`src/rtl/hd44780_pkg.sv`:
```
`default_nettype none
// ============================================================================
// Module   : hd44780_pkg
// Brief    : Shared FSM encoding and timing defaults for the HD44780 bus engines
// Revision : 1.0 - initial release
// ============================================================================
package hd44780_pkg;

    localparam logic [2:0] c_st_idle  = 3'd0;
    localparam logic [2:0] c_st_setup = 3'd1;
    localparam logic [2:0] c_st_ehigh = 3'd2;
    localparam logic [2:0] c_st_elow  = 3'd3;
    localparam logic [2:0] c_st_next  = 3'd4;
    localparam logic [2:0] c_st_done  = 3'd5;

    localparam int c_t_as_dflt  = 1;
    localparam int c_t_pw_dflt  = 6;
    localparam int c_t_cyc_dflt = 12;

    localparam int c_bf_bit = 7;

endpackage
`default_nettype wire

```
`src/rtl/hd44780_phase_timer.sv`:
```
`default_nettype none
// ============================================================================
// Module   : hd44780_phase_timer
// Brief    : Loadable down-counter; phase_end is high in the last cycle of a phase
// Revision : 1.0 - initial release
// ============================================================================
module hd44780_phase_timer #(
    parameter int WIDTH = 4
) (
    input  logic             clk,
    input  logic             rst,
    input  logic             load,
    input  logic [WIDTH-1:0] len,
    output logic             phase_end
);

    logic [WIDTH-1:0] r_cnt;

    // Loading len-1 makes a phase of length len end after exactly len cycles.
    always_ff @(posedge clk or negedge rst) begin
        if (!rst) begin
            r_cnt <= '0;
        end else if (load) begin
            r_cnt <= len - WIDTH'(1);
        end else if (r_cnt != '0) begin
            r_cnt <= r_cnt - WIDTH'(1);
        end
    end

    assign phase_end = (r_cnt == '0);

endmodule
`default_nettype wire

```
`src/rtl/hd44780_bus_reader.sv`:
```
`default_nettype none
// ============================================================================
// Module   : hd44780_bus_reader
// Brief    : HD44780 read engine - status/data reads with optional busy polling
// Revision : 1.0 - initial release
// ============================================================================
module hd44780_bus_reader
    import hd44780_pkg::*;
#(
    parameter bit BUS_4BIT   = 1'b0,
    parameter int T_AS       = c_t_as_dflt,
    parameter int T_PW       = c_t_pw_dflt,
    parameter int T_CYC      = c_t_cyc_dflt,
    parameter int POLL_LIMIT = 0
) (
    input  logic                         clk,
    input  logic                         rst,
    input  logic                         start,
    input  logic                         rs_sel,
    input  logic                         poll_busy,
    output logic                         busy,
    output logic                         done,
    output logic [7:0]                   rdata,
    output logic                         timeout,
    output logic                         lcd_rs,
    output logic                         lcd_rw,
    output logic                         lcd_e,
    input  logic [(BUS_4BIT ? 4 : 8)-1:0] lcd_db_in
);

    localparam int c_tw = $clog2(T_CYC + 1);
    localparam int c_pw = $clog2(POLL_LIMIT + 2);

    localparam logic [c_tw-1:0] c_len_as = c_tw'(T_AS);
    localparam logic [c_tw-1:0] c_len_pw = c_tw'(T_PW);
    localparam logic [c_tw-1:0] c_len_el = c_tw'(T_CYC - T_AS - T_PW);

    logic [2:0]      r_state;
    logic [2:0]      w_state_pre;
    logic [2:0]      w_state_nxt;
    logic            r_rs_lat;
    logic            r_poll_lat;
    logic            r_nib;
    logic [7:0]      r_cap;
    logic [c_pw-1:0] r_polls;

    logic            w_phase_end;
    logic            w_load;
    logic [c_tw-1:0] w_len;
    logic            w_accept;
    logic            w_cap_strobe;
    logic            w_last_cap;
    logic            w_repeat;

    logic            w_busy_nxt;
    logic            w_e_nxt;
    logic            w_rs_nxt;
    logic            w_done_nxt;

    assign w_accept     = (r_state == c_st_idle) && start;
    assign w_cap_strobe = (r_state == c_st_ehigh) && w_phase_end;
    // In 4-bit mode r_nib=1 marks the low nibble, which completes the byte.
    assign w_last_cap   = w_cap_strobe && (!BUS_4BIT || r_nib);
    assign w_repeat     = r_poll_lat && r_cap[c_bf_bit] &&
                          ((POLL_LIMIT == 0) || (r_polls < c_pw'(POLL_LIMIT)));

    // ---------------- state register ----------------
    always_ff @(posedge clk or negedge rst) begin
        if (!rst) begin
            r_state <= c_st_idle;
        end else begin
            r_state <= w_state_nxt;
        end
    end

    // ---------------- next-state logic ----------------
    always_comb begin
        w_state_pre = r_state;
        case (r_state)
            c_st_idle:  if (start)       w_state_pre = c_st_setup;
            c_st_setup: if (w_phase_end) w_state_pre = c_st_ehigh;
            c_st_ehigh: if (w_phase_end) w_state_pre = c_st_elow;
            c_st_elow:  if (w_phase_end) w_state_pre = (BUS_4BIT && r_nib) ? c_st_setup : c_st_next;
            c_st_done:                   w_state_pre = c_st_idle;
            default:                     w_state_pre = c_st_idle;
        endcase
    end

    // NEXT is resolved combinationally so it never occupies a clock cycle.
    always_comb begin
        w_state_nxt = w_state_pre;
        if (w_state_pre == c_st_next) begin
            w_state_nxt = w_repeat ? c_st_setup : c_st_done;
        end
    end

    // ---------------- output decode ----------------
    always_comb begin
        w_busy_nxt = (w_state_nxt != c_st_idle);
        w_e_nxt    = (w_state_nxt == c_st_ehigh);
        w_done_nxt = (w_state_nxt == c_st_done);
        w_rs_nxt   = w_busy_nxt && (w_accept ? rs_sel : r_rs_lat);
    end

    always_comb begin
        w_load = (w_state_nxt != r_state);
        case (w_state_nxt)
            c_st_ehigh: w_len = c_len_pw;
            c_st_elow:  w_len = c_len_el;
            default:    w_len = c_len_as;
        endcase
    end

    hd44780_phase_timer #(
        .WIDTH (c_tw)
    ) u_timer (
        .clk       (clk),
        .rst       (rst),
        .load      (w_load),
        .len       (w_len),
        .phase_end (w_phase_end)
    );

    // ---------------- request latches, nibble index, poll counter ----------------
    always_ff @(posedge clk or negedge rst) begin
        if (!rst) begin
            r_rs_lat   <= 1'b0;
            r_poll_lat <= 1'b0;
            r_nib      <= 1'b0;
            r_polls    <= '0;
        end else begin
            if (w_accept) begin
                r_rs_lat   <= rs_sel;
                r_poll_lat <= poll_busy && !rs_sel;
                r_nib      <= 1'b0;
                r_polls    <= '0;
            end else begin
                if (w_cap_strobe && BUS_4BIT) begin
                    r_nib <= !r_nib;
                end
                if (w_last_cap && (r_polls != '1)) begin
                    r_polls <= r_polls + c_pw'(1);
                end
            end
        end
    end

    // ---------------- capture register ----------------
    generate
        if (BUS_4BIT) begin : g_bus4
            always_ff @(posedge clk or negedge rst) begin
                if (!rst) begin
                    r_cap <= 8'h00;
                end else if (w_cap_strobe) begin
                    if (!r_nib) begin
                        r_cap[7:4] <= lcd_db_in;
                    end else begin
                        r_cap[3:0] <= lcd_db_in;
                    end
                end
            end
        end else begin : g_bus8
            always_ff @(posedge clk or negedge rst) begin
                if (!rst) begin
                    r_cap <= 8'h00;
                end else if (w_cap_strobe) begin
                    r_cap <= lcd_db_in;
                end
            end
        end
    endgenerate

    // ---------------- output registers ----------------
    always_ff @(posedge clk or negedge rst) begin
        if (!rst) begin
            busy    <= 1'b0;
            done    <= 1'b0;
            rdata   <= 8'h00;
            timeout <= 1'b0;
            lcd_rs  <= 1'b0;
            lcd_rw  <= 1'b0;
            lcd_e   <= 1'b0;
        end else begin
            busy   <= w_busy_nxt;
            done   <= w_done_nxt;
            lcd_rs <= w_rs_nxt;
            lcd_rw <= w_busy_nxt;
            lcd_e  <= w_e_nxt;
            if (w_done_nxt) begin
                rdata   <= r_cap;
                timeout <= r_poll_lat && r_cap[c_bf_bit];
            end
        end
    end

endmodule
`default_nettype wire

```
`config.mk`:
```
export PLATFORM = sky130hd
export DESIGN_NAME = hd44780_bus_reader
export DESIGN_NICKNAME = d
export VERILOG_FILES = /design/src/rtl/hd44780_pkg.sv /design/src/rtl/hd44780_phase_timer.sv /design/src/rtl/hd44780_bus_reader.sv
export SDC_FILE = /design/constraint.sdc
export NUM_CORES = 1
export LEC_CHECK = 0
export BUFFER_PORTS_ARGS = -buffer_cell sky130_fd_sc_hd__buf_2
export CORE_MARGIN = 5
export CORE_UTILIZATION = 33
export DETAILED_ROUTE_END_ITERATION = 7
export MAX_ROUTING_LAYER = met4
export PLACE_DENSITY = 0.55
export SYNTH_ARGS = -nofsm -noshare
export SYNTH_HDL_FRONTEND = slang
export SYNTH_SLANG_ARGS = --single-unit
```
`constraint.sdc`:
```
create_clock -name clk -period 4.5 [get_ports clk]
set_clock_uncertainty 0.1 [all_clocks]
set_input_delay 0.675 -clock clk [delete_from_list [all_inputs] [get_ports clk]]
set_output_delay 0.675 -clock clk [all_outputs]
set_load 0.05 [all_outputs]
```
## Word level (Yosys, flattened, before mapping)

Index checks and enable logic that the tools add are counted.

| operators by class | value |
|---|---|
| add/subtract/negate cells | 2 |
| equality and inequality tests | 8 |
| multiplexer cells | 11 |
| reductions and logical operators | 11 |

Operators by type and width:

| kind | number |
|---|---|
| 2-to-1 mux 3 bit | 6 |
| == test 3 x 2 -> 1 bit, second input constant | 4 |
| case mux 3 bit (4 select lines) | 1 |
| 2-to-1 mux 4 bit | 2 |
| == test 3 bit, second input constant | 2 |
| case mux 3 bit (2 select lines) | 1 |
| logical AND 1 bit | 5 |
| zero test 4 bit | 1 |
| nonzero test 4 bit | 1 |
| subtractor 3 x 1 -> 4 bit, second input constant | 1 |
| subtractor 4 x 1 -> 4 bit, second input constant | 1 |
| == test 3 x 1 -> 1 bit, second input constant | 1 |
| zero test 3 bit | 1 |
| inequality test 3 bit | 1 |
| nonzero test 3 bit | 1 |
| nonzero test 2 bit | 1 |
| zero test 1 bit | 1 |
| 2-to-1 mux 1 bit | 1 |

| storage, ports and cells | value |
|---|---|
| register bits after elaboration | 30 |
| input port bits | 13 |
| output and inout bits | 14 |
| logic and storage cells | 43 |

## Logic depth before layout (Yosys ltp)

| depth | value |
|---|---|
| depth after elaboration | 9 |
| gate-level depth with buffers | 7 |
| mapped depth without buffers | 7 |

## Modules after synthesis

From an unflattened synthesis, not the netlist that was laid out.

| second synthesis, totals | value |
|---|---|
| cell total of the unflattened synthesis | 103 |
| area, all modules | 1351.3 um2 |

By module, submodules not included:

| module | instances | cells an instance | area an instance (um2) | sequential area each (um2) |
|---|---|---|---|---|
| hd44780_bus_reader | 1 | 82 | 1108.6 | 650.6 |
| hd44780_phase_timer | 1 | 21 | 242.7 | 100.1 |

## Least setup slack after synthesis

OpenSTA, ideal clock, no wires.

| timing path | value |
|---|---|
| kind | reg2reg |
| start point | register u_timer.r_cnt[2] |
| end point | register u_timer.r_cnt[2] |
| setup time | 116 ps |
| data arrival time | 1657 ps |
| required time | 4284 ps |
| path slack | 2627 ps |
| stages on the path, launching flop included | 5 |
| buffers on the path | 0 |
| period minus slack after synthesis | 1873 ps |
| cell sequence | dfrtp_1 -> nor4_2 -> a2111oi_0 -> ha_1 -> o311ai_0 |

| between the ends | value |
|---|---|
| longest elaborated chain between the ends | 9 |
| elaborated cells between the ends (all ways) | 17 |
| those cells by class | add/sub: 2; eq/ne: 4; mux: 8; reduce/logical: 3 |

Ends and longest elaborated chain:

| item | RTL line | RTL |
|---|---|---|
| start, declared | hd44780_phase_timer.sv:17 | `logic [WIDTH-1:0] r_cnt;` |
| start signal, assigned | hd44780_phase_timer.sv:24 | `r_cnt <= len - WIDTH'(1);` |
| start signal, assigned | hd44780_phase_timer.sv:26 | `r_cnt <= r_cnt - WIDTH'(1);` |
| zero test 4 bit | hd44780_phase_timer.sv:30 | `assign phase_end = (r_cnt == '0);` |
| 2-to-1 mux 3 bit, on equally long branches | hd44780_bus_reader.sv:83, hd44780_bus_reader.sv:81, hd44780_bus_reader.sv:82 |  |
| case mux 3 bit (4 select lines) | hd44780_bus_reader.sv:79 | `case (r_state)` |
| == test 3 bit | hd44780_bus_reader.sv:92 | `if (w_state_pre == c_st_next) begin` |
| 2-to-1 mux 3 bit | hd44780_bus_reader.sv:92 |  |
| == test 3 x 2 -> 1 bit | hd44780_bus_reader.sv:107 | `case (w_state_nxt)` |
| case mux 3 bit (2 select lines) | hd44780_bus_reader.sv:107 |  |
| subtractor 3 x 1 -> 4 bit | hd44780_phase_timer.sv:24 |  |
| 2-to-1 mux 4 bit | hd44780_phase_timer.sv:23 | `end else if (load) begin` |

Several ways; a longest one is shown, not always the timed one. The select of a mux whose other input is x is not followed.
A chain may end at the register's enable or synchronous reset.

## Worst setup path in the final report

Same ends and word-level chain as after synthesis.

==> run_results.csv <==
group,metric,value,unit
final_layout,fin_cells,180,
clock_network,clock_sinks,30,
sta,max_slew_margin,0.556,
logic_synthesis,synth_compound_area_frac,0.0601,
logic_synthesis,synth_top_family_by_area,"multiplexers",
worst_setup_path,crit_arrival,2.11,ns
sta,fin_crit_sh,0.455,
grt,grt_antenna_before_repair,0,
routing,vias,862,
placement,hpwl,1700,um
die,die_w,73.1,um
logic_synthesis,yosys-top-cells-area,"dfrtp_1, mux2_2, mux2_4, nand2_1, a21oi_1",
routing,antenna_left,0,
grt,overflow,0,
logic_synthesis,yosysSeqAreaShare,0.572,
placement,dp.cells,173,
clock_network,clkTransAtPathRegs,0.06,ns
logic_synthesis,netlist_area,1310,um^2
worst_setup_path,cp-end-kind,"register",
sta,finalCriticalPeriod,2.05,ns
logic_synthesis,synth-xor-area-share,0.00667,
logic_synthesis,yosys.area.top_type,"dfrtp_1",
worst_setup_path,worstPathRequired,4.57,ns
die,start_util,0.335,
logic_synthesis,netlist.area_leader.share,0.572,
clock_network,root_buffer,"clkbuf_8",
sta,fmax,0.488,GHz
routing,avgRoutedWirePerCell,13.2,um
power_and_ir_drop,power_leakage,0.748,nW
sta,worstMarginPinSlew,0.666,ns
worst_hold_path,hold_class,"in -> async",
clock_network,clk_latency,0.28,ns
sta,setup_tns,0,ns
final_layout,diodes,0,
power_and_ir_drop,power,1.23,mW
routing,drtIter0Drc,30,
placement,port_buffers,26,
clock_network,cts-resized-gates,0,
power_and_ir_drop,pwr_density_cell,794,nW/um^2
clock_network,cts_tree,"done",
logic_synthesis,synth_cell_types,33,
placement,dp_slack,2.37,ns
sta,setup_violations,0,
die,io_pins,27,
sta,fin_ws,2.45,ns
grt,first_global_vias,903,
sta,hold_viol,0,
worst_setup_path,critPathLaunchType,"register",
worst_setup_path,reg2reg_from,"u_timer.r_cnt[2]$_DFFE_PN0P_",
final_layout,fin_nets,144,
routing,avgViaCountPerCell,4.79,
clock_network,ctsHoldBuffers,0,
worst_setup_path,r2r_end,"u_timer.r_cnt[2]$_DFFE_PN0P_",
grt,grt_max_degree,31,
worst_setup_path,path_max_fanout,8,
sta,slew_violations,0,
die,fp.dieH,73.1,um
logic_synthesis,synth-seq-cells,30,
grt,grtUsageTotal,0.105,
routing,drt_pass1_iterations,4,
final_layout,utilization,0.396,
die,die_area,5340,um^2
clock_network,cts-buffers-inserted,5,
logic_synthesis,yosysWarnings,0,
placement,postPlaceCellArea,1470,um^2
logic_synthesis,yosys.area_share.simple,0.155,
worst_setup_path,critPathKind,"reg -> reg",
sta,hold_slack,0.332,ns
final_layout,drive_above_1_share,0.431,
clock_network,postCtsSetupRepairBufs,0,
logic_synthesis,synthCells,102,
routing,drt-total-wl,2380,um
logic_synthesis,muxShareOfSynthArea,0.166,
clock_network,htree_num_levels,2,
grt,grt_pass1_wl,4180,um
routing,drc,0,
logic_synthesis,syn_nets,116,
logic_synthesis,synth-adder-area-share,0.00953,
worst_setup_path,rrSetupSlack,2.45,ns
power_and_ir_drop,ir_worst_vdd,259,uV
logic_synthesis,syn_area_per_cell,12.9,um^2
run_status,outcome,"finished clean",
die,row_count,23,
placement,globalplace.congestion,0.810,
flow_run,max_cap_viol_count,0,
clock_network,cts_buffer_depth,2,
final_layout,stdcell_area,1550,um^2
die,core-area,3910,um^2
worst_setup_path,rr_worst_depth,4,
final_layout,area_growth,18.2,%
sta,grt_setup_unrepaired,"no",
placed cells by master, fill, tap and decap left out:
| master | n |
|---|---|
| mux2_4 | 7 |
| o311ai_0 | 1 |
| clkbuf_8 | 5 |
| nor4_2 | 1 |
| a21oi_1 | 6 |
| xor2_1 | 1 |
| a22oi_1 | 1 |
| clkinv_2 | 2 |
| nand3b_1 | 1 |
| inv_1 | 2 |
| nand3b_2 | 1 |
| o211ai_1 | 1 |
| nor3b_4 | 1 |
| nand2_1 | 9 |
| nand4_2 | 1 |
| ha_1 | 1 |
| buf_2 | 26 |
| nand3_1 | 2 |
| o21ai_0 | 2 |
| nor4b_1 | 1 |
| and2_1 | 1 |
| nor3b_1 | 1 |
| nor3_2 | 1 |
| mux2_2 | 10 |
| nor2b_1 | 1 |
| dfrtp_1 | 30 |
| or3b_2 | 1 |
| nor2_1 | 6 |
| nor3_1 | 3 |
| a2111oi_0 | 1 |
| nand2b_1 | 2 |
| a31oi_1 | 1 |
layer usage:
layer | up-vias | part of all wire | track usage
li1 | 411 | - | -
met1 | 430 | 0.43 | 0.122
met2 | 19 | 0.51 | 0.161
met3 | 2 | 0.048 | 0.0399
met4 | 0 | 0.012 | 0.0492
met5 | - | 0 | -
cell usage after synthesis:
master,count
ha_1,1
dfrtp_1,30
nand4_2,1
xor2_1,1
nor2b_1,1
a22oi_1,1
a21oi_1,6
nor3b_4,1
inv_1,2
nor3_2,1
o21ai_0,2
nand3b_2,1
nor2_1,6
nand2b_1,2
mux2_4,7
mux2_2,10
nor3_1,3
o311ai_0,1
nor4_2,1
nand3_1,2
buf_6,1
nand3b_1,1
clkbuf_1,1
nand2_1,9
buf_4,1
and2_1,1
buf_2,2
a31oi_1,1
nor4b_1,1
o211ai_1,1
a2111oi_0,1
nor3b_1,1
or3b_2,1
area by class of cell:
type                            instances  area (um^2)
Clock buffer                            5         68.8
Timing Repair Buffer                   26          130
Clock inverter                          2         10.0
Tap cell                               50         62.6
Inverter                                2         7.51
Multi-Input combinational cell         65          522
Sequential cell                        30          751
Fill cell                             404         2360
critical path, stage by stage, from the launching register on:
cell and delay [ns]:
dfrtp_1 0.43, nor4_2 0.60, a2111oi_0 0.24, ha_1 0.27
o311ai_0 0.30
registers in the layout, summed over array words and instances, names as in the netlist:
register	cells
done	1
lcd_e	1
lcd_rs	1
lcd_rw	1
r_cap	8
r_poll_lat	1
r_rs_lat	1
r_state	3
rdata	8
timeout	1
u_timer.r_cnt	4
report_power, final:
group	internal, mW	leakage, nW	total [mW]	switching, mW
Combinational	0.212	0.337	0.538	0.327
Clock	0.103	0.0438	0.199	0.0952
Sequential	0.389	0.368	0.494	0.106
Total	0.704	0.748	1.23	0.527
kinds of logic (layout without fill, tap and decap cells):
| logic type | Yosys count | in the layout |
|---|---|---|
| DFF | 30 | 30 |
| muxes | 17 | 17 |
| and+or+nand+nor | 33 | 33 |
| AOI/OAI and AO/OA | 13 | 13 |
| xor gates and xnor gates | 1 | 1 |
| adders and majority gates | 1 | 1 |
| buffers and inverters | 7 | 35 |
worst max-delay path by stage:
stage / startpoint / endpoint / slack, ns / depth (start not counted)
6_report: u_timer.r_cnt[2]$_DFFE_PN0P_ / u_timer.r_cnt[2]$_DFFE_PN0P_ / 2.45 / 4
5_1_grt: u_timer.r_cnt[2]$_DFFE_PN0P_ / u_timer.r_cnt[2]$_DFFE_PN0P_ / 2.09 / 4
4_1_cts: u_timer.r_cnt[2]$_DFFE_PN0P_ / u_timer.r_cnt[2]$_DFFE_PN0P_ / 2.44 / 4
3_5_place_dp: start / u_timer.r_cnt[2]$_DFFE_PN0P_ / 2.37 / 6
3_3_place_gp: start / u_timer.r_cnt[2]$_DFFE_PN0P_ / 2.48 / 6
2_1_floorplan: u_timer.r_cnt[2]$_DFFE_PN0P_ / u_timer.r_cnt[2]$_DFFE_PN0P_ / 2.63 / 4
Note: power is estimated with default switching activity, not from simulation.
